File: config.mk
export PLATFORM = sky130hd
export DESIGN_NAME = uart_rx_flat
export DESIGN_NICKNAME = d
export VERILOG_FILES = /design/src/rtl/uart_pkg.sv /design/src/rtl/uart_rx_if.sv /design/src/rtl/uart_sync2.sv /design/src/rtl/uart_rx.sv /design/src/flat_wrapper.sv
export SDC_FILE = /design/constraint.sdc
export NUM_CORES = 1
export LEC_CHECK = 0
export BUFFER_PORTS_ARGS = -buffer_cell sky130_fd_sc_hd__buf_2
export CORE_UTILIZATION = 65
export CTS_BUF_LIST = sky130_fd_sc_hd__clkbuf_4 sky130_fd_sc_hd__clkbuf_8
export DETAILED_ROUTE_END_ITERATION = 16
export PLACE_DENSITY_LB_ADDON = 0.08
export SLEW_MARGIN = 20
export SYNTH_ARGS = -nofsm -noshare
export SYNTH_HDL_FRONTEND = slang
export SYNTH_SLANG_ARGS = --single-unit
File: constraint.sdc
create_clock -name clk -period 3.1 [get_ports clk]
set_clock_uncertainty 0.1 [all_clocks]
set_input_delay 0.465 -clock clk [delete_from_list [all_inputs] [get_ports clk]]
set_output_delay 0.465 -clock clk [all_outputs]
set_load 0.01 [all_outputs]
File: src/rtl/uart_pkg.sv
// Shared UART definitions: frame width, default bit timing
// and the receiver state encoding.
package uart_pkg;

  localparam int DATA_BITS        = 8;
  localparam int CLKS_PER_BIT_DEF = 434;

  typedef enum logic [1:0] {
    IDLE  = 2'd0,
    START = 2'd1,
    DATA  = 2'd2,
    STOP  = 2'd3
  } rx_state_e;

endpackage

File: src/rtl/uart_rx_if.sv
// Receive-side bundle: serial line in, byte out with
// valid/ready handshake and error pulses.
interface uart_rx_if;
  import uart_pkg::*;

  logic                 rx;
  logic                 rx_ready;
  logic [DATA_BITS-1:0] rx_data;
  logic                 rx_valid;
  logic                 rx_busy;
  logic                 frame_err;
  logic                 overrun;

  modport slave (
    input  rx,
    input  rx_ready,
    output rx_data,
    output rx_valid,
    output rx_busy,
    output frame_err,
    output overrun
  );

  modport master (
    output rx,
    output rx_ready,
    input  rx_data,
    input  rx_valid,
    input  rx_busy,
    input  frame_err,
    input  overrun
  );

endinterface

File: src/rtl/uart_sync2.sv
// Two-flop synchroniser for an asynchronous single-bit input,
// reset to a configurable idle value.
module uart_sync2 #(
  parameter logic RST_VAL = 1'b1
) (
  input  logic clk,
  input  logic rst,
  input  logic i_d,
  output logic o_q
);

  logic r_meta;
  logic r_sync;

  always_ff @(posedge clk or posedge rst) begin
    if (rst) begin
      r_meta <= RST_VAL;
      r_sync <= RST_VAL;
    end else begin
      r_meta <= i_d;
      r_sync <= r_meta;
    end
  end

  assign o_q = r_sync;

endmodule

File: src/rtl/uart_rx.sv
// 8N1 UART receiver: mid-bit sampling, one-entry holding
// register with valid/ready, framing-error and overrun pulses.
module uart_rx
  import uart_pkg::*;
#(
  parameter int CLKS_PER_BIT = CLKS_PER_BIT_DEF
) (
  input logic       clk,
  input logic       rst,
  uart_rx_if.slave  bus
);

  localparam int TW = $clog2(CLKS_PER_BIT);
  localparam int BW = $clog2(DATA_BITS);

  localparam logic [TW-1:0] TICK_FULL = TW'(CLKS_PER_BIT - 1);
  localparam logic [TW-1:0] TICK_HALF = TW'(CLKS_PER_BIT / 2 - 1);
  localparam logic [BW-1:0] BIT_LAST  = BW'(DATA_BITS - 1);

  logic w_rx_s;
  logic w_fall;

  logic                 r_rx_d;
  rx_state_e            r_state;
  logic [TW-1:0]        r_tick;
  logic [BW-1:0]        r_bit;
  logic [DATA_BITS-1:0] r_shift;
  logic [DATA_BITS-1:0] r_data;
  logic                 r_valid;
  logic                 r_busy;
  logic                 r_ferr;
  logic                 r_ovr;

  uart_sync2 #(
    .RST_VAL (1'b1)
  ) u_sync (
    .clk (clk),
    .rst (rst),
    .i_d (bus.rx),
    .o_q (w_rx_s)
  );

  // Edge, not level: a line held low never restarts a frame.
  assign w_fall = r_rx_d & ~w_rx_s;

  always_ff @(posedge clk or posedge rst) begin
    if (rst) begin
      r_rx_d  <= 1'b1;
      r_state <= IDLE;
      r_tick  <= '0;
      r_bit   <= '0;
      r_shift <= '0;
      r_data  <= '0;
      r_valid <= 1'b0;
      r_busy  <= 1'b0;
      r_ferr  <= 1'b0;
      r_ovr   <= 1'b0;
    end else begin
      r_rx_d <= w_rx_s;
      r_ferr <= 1'b0;
      r_ovr  <= 1'b0;

      if (r_valid && bus.rx_ready)
        r_valid <= 1'b0;

      case (r_state)
        IDLE: begin
          r_tick <= '0;
          r_bit  <= '0;
          if (w_fall) begin
            r_state <= START;
            r_busy  <= 1'b1;
          end
        end

        START: begin
          if (r_tick == TICK_HALF) begin
            r_tick <= '0;
            if (!w_rx_s) begin
              r_state <= DATA;
              r_bit   <= '0;
            end else begin
              r_state <= IDLE;
              r_busy  <= 1'b0;
            end
          end else begin
            r_tick <= r_tick + TW'(1);
          end
        end

        DATA: begin
          if (r_tick == TICK_FULL) begin
            r_tick         <= '0;
            r_shift[r_bit] <= w_rx_s;
            if (r_bit == BIT_LAST)
              r_state <= STOP;
            else
              r_bit <= r_bit + BW'(1);
          end else begin
            r_tick <= r_tick + TW'(1);
          end
        end

        STOP: begin
          if (r_tick == TICK_FULL) begin
            r_tick  <= '0;
            r_state <= IDLE;
            r_busy  <= 1'b0;
            // Delivery wins over a same-cycle read.
            if (w_rx_s) begin
              r_data  <= r_shift;
              r_valid <= 1'b1;
              if (r_valid && !bus.rx_ready)
                r_ovr <= 1'b1;
            end else begin
              r_ferr <= 1'b1;
            end
          end else begin
            r_tick <= r_tick + TW'(1);
          end
        end

        default: begin
          r_state <= IDLE;
          r_busy  <= 1'b0;
          r_tick  <= '0;
          r_bit   <= '0;
        end
      endcase
    end
  end

  assign bus.rx_data   = r_data;
  assign bus.rx_valid  = r_valid;
  assign bus.rx_busy   = r_busy;
  assign bus.frame_err = r_ferr;
  assign bus.overrun   = r_ovr;

endmodule

File: src/flat_wrapper.sv
// flat-port wrapper written by rule: the top's interface ports become plain ports
module uart_rx_flat import uart_pkg::*;
#(
  parameter int CLKS_PER_BIT = CLKS_PER_BIT_DEF
)
  (clk, rst, bus_rx, bus_rx_ready, bus_rx_data, bus_rx_valid, bus_rx_busy, bus_frame_err, bus_overrun);
  uart_rx_if bus_i ();
  input logic clk;
  input logic rst;
  input wire logic [$bits(bus_i.rx)-1:0] bus_rx;
  input wire logic [$bits(bus_i.rx_ready)-1:0] bus_rx_ready;
  output wire logic [$bits(bus_i.rx_data)-1:0] bus_rx_data;
  output wire logic [$bits(bus_i.rx_valid)-1:0] bus_rx_valid;
  output wire logic [$bits(bus_i.rx_busy)-1:0] bus_rx_busy;
  output wire logic [$bits(bus_i.frame_err)-1:0] bus_frame_err;
  output wire logic [$bits(bus_i.overrun)-1:0] bus_overrun;
  assign bus_i.rx = bus_rx;
  assign bus_i.rx_ready = bus_rx_ready;
  assign bus_rx_data = bus_i.rx_data;
  assign bus_rx_valid = bus_i.rx_valid;
  assign bus_rx_busy = bus_i.rx_busy;
  assign bus_frame_err = bus_i.frame_err;
  assign bus_overrun = bus_i.overrun;
  uart_rx #(.CLKS_PER_BIT(CLKS_PER_BIT)) u_core (.clk(clk), .rst(rst), .bus(bus_i));
endmodule
# Yosys cells after proc, flatten, opt, wreduce, memory -nomap -nowiden
# Index checks and enable logic that the tools add are counted.
[classes]
mux = 34
bitwise = 2
n_eq_ne = 14
add_sub_neg = 2
magnitude_cmp = 2
reduce_logical = 13
[op_table]
columns = ["cell", "n"]
rows = [
  ["case mux 9 bit (3 select lines)", 1],
  ["two-way mux 9 bit", 2],
  ["two-way mux 1 bit", 16],
  ["AND reduction 5 bit", 3],
  ["two-way mux 2 bit", 6],
  ["two-way mux 3 bit", 4],
  ["!= test 2 x 1 -> 1 bit (second input constant)", 5],
  ["adder 9 x 1 -> 9 bit (second input constant)", 1],
  ["equality test 9 x 8 -> 1 bit (second input constant)", 1],
  ["equality test 9 bit (second input constant)", 1],
  ["case mux 3 bit (3 select lines)", 1],
  ["bitwise mux 8 bit", 1],
  ["case mux 2 bit (4 select lines)", 1],
  ["!= test 2 bit (second input constant)", 3],
  ["nonzero test 3 bit", 2],
  ["equality test 2 bit (second input constant)", 2],
  ["< comparator 3 x 4 -> 1 bit (second input constant)", 1],
  ["adder 3 x 1 -> 3 bit (second input constant)", 1],
  ["demux 1 bit (select 3 bit)", 1],
  ["equality test 3 bit (second input constant)", 1],
  [">= comparator 3 x 1 -> 1 bit (second input constant)", 1],
  ["logical AND 1 bit", 3],
  ["case mux 1 bit (3 select lines)", 1],
  ["AND reduction 3 bit", 1],
  ["other kinds (7)", 7],
]
[totals]
regBits = 37
elab_cells = 79
out_inout_bits = 12
inputBits = 4

# Depth between registers and ports, before layout
[depth]
word_depth = 6
depth_mapped = 6
mapped_depth_nobuf = 5

# Modules after synthesis
# A second synthesis with hierarchy kept.
[unflattened]
cells_unflattened = 142
area_unflattened_um2 = 1677.9
[by_module_without_submodules]
columns = ["module", "area_per_inst_um2", "seq_area_each_um2", "n_inst", "cells_each"]
rows = [
  ["uart_rx", 1621.6, 877.1, 1, 139],
  ["uart_sync2", 56.3, 52.6, 1, 3],
]

# Worst setup path after synthesis
# Ideal clock, no wire load.
[synth_path]
path_kind = "register -> register"
start = "register u_core.r_tick[1]"
end = "register u_core.r_data[0] (netlist: u_core.bus.rx_data[0])"
path_slack_ns = 1.210
t_arrival_ns = 1.665
synth_period_minus_slack_ns = 1.890
stages_incl_launch_ff = 7
path_buffers = 1
required_ns = 2.875
setup_ns = 0.125
path_cell_list = "dfrtp_1 inv_1 ha_1 nand4bb_4 or4_4 buf_6 mux2_4"
[synth_via]
elab_chain_len = 2
[synth_rtl]
columns = ["element", "line", "source"]
rows = [
  ["start: declaration", "uart_rx.sv:25", "logic [TW-1:0] r_tick;"],
  ["start signal: assignment", "uart_rx.sv:87", "r_tick <= r_tick + TW'(1);"],
  ["start signal: assignment", "uart_rx.sv:100", "r_tick <= r_tick + TW'(1);"],
  ["start signal: assignment", "uart_rx.sv:119", "r_tick <= r_tick + TW'(1);"],
  ["equality test 9 bit", "uart_rx.sv:105", "if (r_tick == TICK_FULL) begin"],
  ["AND reduction 3 bit (no line)", "-", ""],
  ["end signal: assignment", "uart_rx.sv:111", "r_data <= r_shift;"],
  ["end: declaration", "uart_rx.sv:28", "logic [DATA_BITS-1:0] r_data;"],
]
# Every way passes these cells.
# A chain may end at the register's enable or synchronous reset.

# Final worst setup path
[layout_path]
start = "register u_core.r_tick[1]"
end = "register u_core.r_data[4] (netlist: u_core.bus.rx_data[4])"
# Same word-level chain as after synthesis.

==> results.yml <==
setup_path:
  endpoint_kind: "register"
  worst_r2r_path_depth: 5
  cp_slowest_cell: "or4_4"
  crit-reg2reg-capture: "u_core.bus.rx_data[4]$_DFFE_PP0P_"
  setup.worst_path.start_class: "register"
  critical-path-max-stage-delay_ps: 650
  critical_path.max_fanout: 12
  family_of_cells_with_the_greatest_summed_delay_on_the_critical_path: "simple AND/OR/NAND/NOR gates"
  path_class: "reg2reg"
  critical_path_cell_count: 5
  timing.reg2reg.setup_slack_ps: 990
  crit-reg2reg-launch: "u_core.r_tick[1]$_DFF_PP0_"
  cp_data_arrival_time_ps: 2230
  worst_setup_path_endpoint: "u_core.bus.rx_data[4]$_DFFE_PP0P_"
  worst-path-buf-inv: 1
  critical_path.startpoint: "u_core.r_tick[1]$_DFF_PP0_"
  crit_required_ps: 3220
  worstPathCellList: "inv_1, ha_1, nand4bb_4, or4_4, mux2_4"
clock_network:
  cts_resized: 0
  cts_hold_buffers: 0
  cts.repair_timing.setup_buffer_count: 0
  ctsRootBufferMaster: "clkbuf_4"
  cts_max_level: 2
  worstSkewPairLatency_ps: 340
  tritoncts_clock_tree: "built"
  clk_pin_slew_worst_paths_ps: 100
  total_clock_sinks: 37
  num_cts_buffers: 5
  cts_max_path_buffers: 2
timing:
  final_period_utilization_pct: 68.0
  tightest_slew_ps: 695
  hold_violations: 0
  slew_headroom_pct: 53.4
  fmax_ghz: 0.474
  min_period_ps: 2110
  grt_setup_unrepaired: "false"
  tns_ps: 0
  final_max_slew_violation_count: 0
  final-setup-viol-count: 0
floorplanning:
  die_h_um: 55.5
  design.die.area_um2: 3080
  chipWidth_um: 55.5
  rows: 19
  initial_utilization_pct: 68.1
  num_ports: 16
  core-area_um2: 2730
logic_synthesis:
  number_of_synthesized_flops_with_an_enable_pin: 0
  proportion_of_synthesized_flip_flops_having_asynchronous_set_or_reset_pct: 100
  postSynth.topFlopCell: "dfrtp_1"
  synth_seq_area_share_pct: 49.9
  synthesis.yosys.warnings: 0
  syn_inst: 158
  synth_net_count: 167
  synthesis.area_um2: 1860
  synth_cell_type_count: 43
  synthesis.area_per_instance_um2: 11.8
  yosys_register_bits: 37
final_layout:
  layout_common_cells: "dfrtp_1, buf_2"
  area_delta_synth_final_pct: 7.05
  post_route_cells_drive_above_1_share_pct: 29.1
  layout.cells.most_common: "dfrtp_1"
  filler_cell_count: 191
  antenna-diode-count: 0
  finalNetCount: 180
  finalNonFillerCells: 203
  finalCoreUtilization_pct: 73.0
route:
  drtIter0Drc: 62
  drt-vias-per-instance: 6.28
  drcViolationCount: 0
  antenna_violating_nets_left: 0
  detail_route.wirelength_mm: 3.32
  post_drt_wl_per_cell_um: 16.4
  total_number_of_vias: 1274
  drt_pre_antenna_iters: 4
global_routing:
  antenna_violations_before_repair: 0
  track_usage_pct: 24.8
  grt_first_pass_wirelength_mm: 5.85
  gr-total-overflow: 0
  grt_max_degree: 21
  grt_pass1_vias: 1270
run:
  maxCapViolCount: 0
power_and_ir_drop:
  leakage_nw: 0.939
  power-per-cell-area_nw_per_um2: 509
  design_power_w: 0.00102
  vdd_drop_max_uv: 446
place:
  hpwl_mm: 2.39
  placed_cells: 195
  gp_congestion: 0.794
  placement.io_buffers: 15
status:
  status: "finished, final reports clean"
worst_hold_path:
  min_path_type: "in2async"
-- cell type report --
| cell class | instances | area, µm² | area share (%) |
|---|---|---|---|
| inverters | 6 | 22.5 | 1.13 |
| repair buffers | 18 | 97.6 | 4.89 |
| well taps | 31 | 38.8 | 1.94 |
| clock buffers | 8 | 60.1 | 3.01 |
| multi-input cells | 103 | 846 | 42.4 |
| flip-flops and latches | 37 | 930 | 46.6 |
-- per-stage QoR --
stage | hold slack, ps | worst slack [ps] | cell area [µm²]
4_1_cts | 103 | 1000 | 1990
3_5_place_dp | 247 | 1020 | 1930
3_3_place_gp | 249 | 1080 | 1930
5_1_grt | 100 | 892 | 1990
6_report | 101 | 991 | 1990
2_1_floorplan | 245 | 1210 | 1860
-- report_power, final --
part / internal [W] / total (W) / switching [W]
clock network: 0.000117 / 0.000262 / 0.000145
logic: 0.0000741 / 0.000151 / 0.0000766
registers: 0.000529 / 0.000603 / 0.0000737
total: 0.000720 / 0.00102 / 0.000296
-- cells by family (layout without fill, tap and decap cells) --
kind of cell / count (synthesis) / count (layout) / synth area share [%]
xor+xnor: 3 / 3 / 1.41
simple gates: 49 / 49 / 18.2
compound gates: 30 / 30 / 11.1
flops: 37 / 37 / 49.9
buf+inv: 18 / 32 / 4.70
mux: 16 / 16 / 11.3
fa+ha+maj: 5 / 5 / 3.36
-- cells in the mapped netlist (3+ instances only) --
cell       n  area share, %
o311ai_0   4            1.9
a21oi_1    4            1.1
o21ai_0    7            1.9
mux2_2     8            4.8
nand3_1    3           0.81
inv_1      6            1.2
nand4_1    8            2.7
a22oi_1    4            1.6
ha_1       5            3.4
mux2_4     8            6.4
dfstp_2    3            4.2
nand2_1    8            1.6
dfrtp_1   34             46
clkbuf_1   8            1.6
or3_1      4            1.3
nor4_1     7            2.4
-- how the worst min path moves through the flow --
stage	startpoint	to	slack, ps	depth (start not counted)
floorplan	u_core.u_sync.r_meta$_DFF_PP1_	u_core.u_sync.o_q$_DFF_PP1_	250	0
global placement	u_core.u_sync.r_meta$_DFF_PP1_	u_core.u_sync.o_q$_DFF_PP1_	250	0
detailed placement	u_core.u_sync.r_meta$_DFF_PP1_	u_core.u_sync.o_q$_DFF_PP1_	250	0
CTS	bus_rx	u_core.u_sync.r_meta$_DFF_PP1_	100	1
global route	bus_rx	u_core.u_sync.r_meta$_DFF_PP1_	100	1
finish	rst	u_core.bus.rx_valid$_DFF_PP0_	100	2
-- sequential cells by signal (all words and copies together) (netlist names), 3 cells and up, named ones only --
name,count
u_core.r_shift,8
u_core.r_bit,3
u_core.r_tick,9
u_core.bus.rx_data,8
-- per-layer routing --
layer	up-vias	global-route usage (%)	share of wire, %
li1	627	-	-
met1	607	31.5	45
met2	33	40.8	49
met3	7	6.56	4.7
met4	0	9.29	2.0
met5	-	0	0
(Power assumes the default switching activity.)
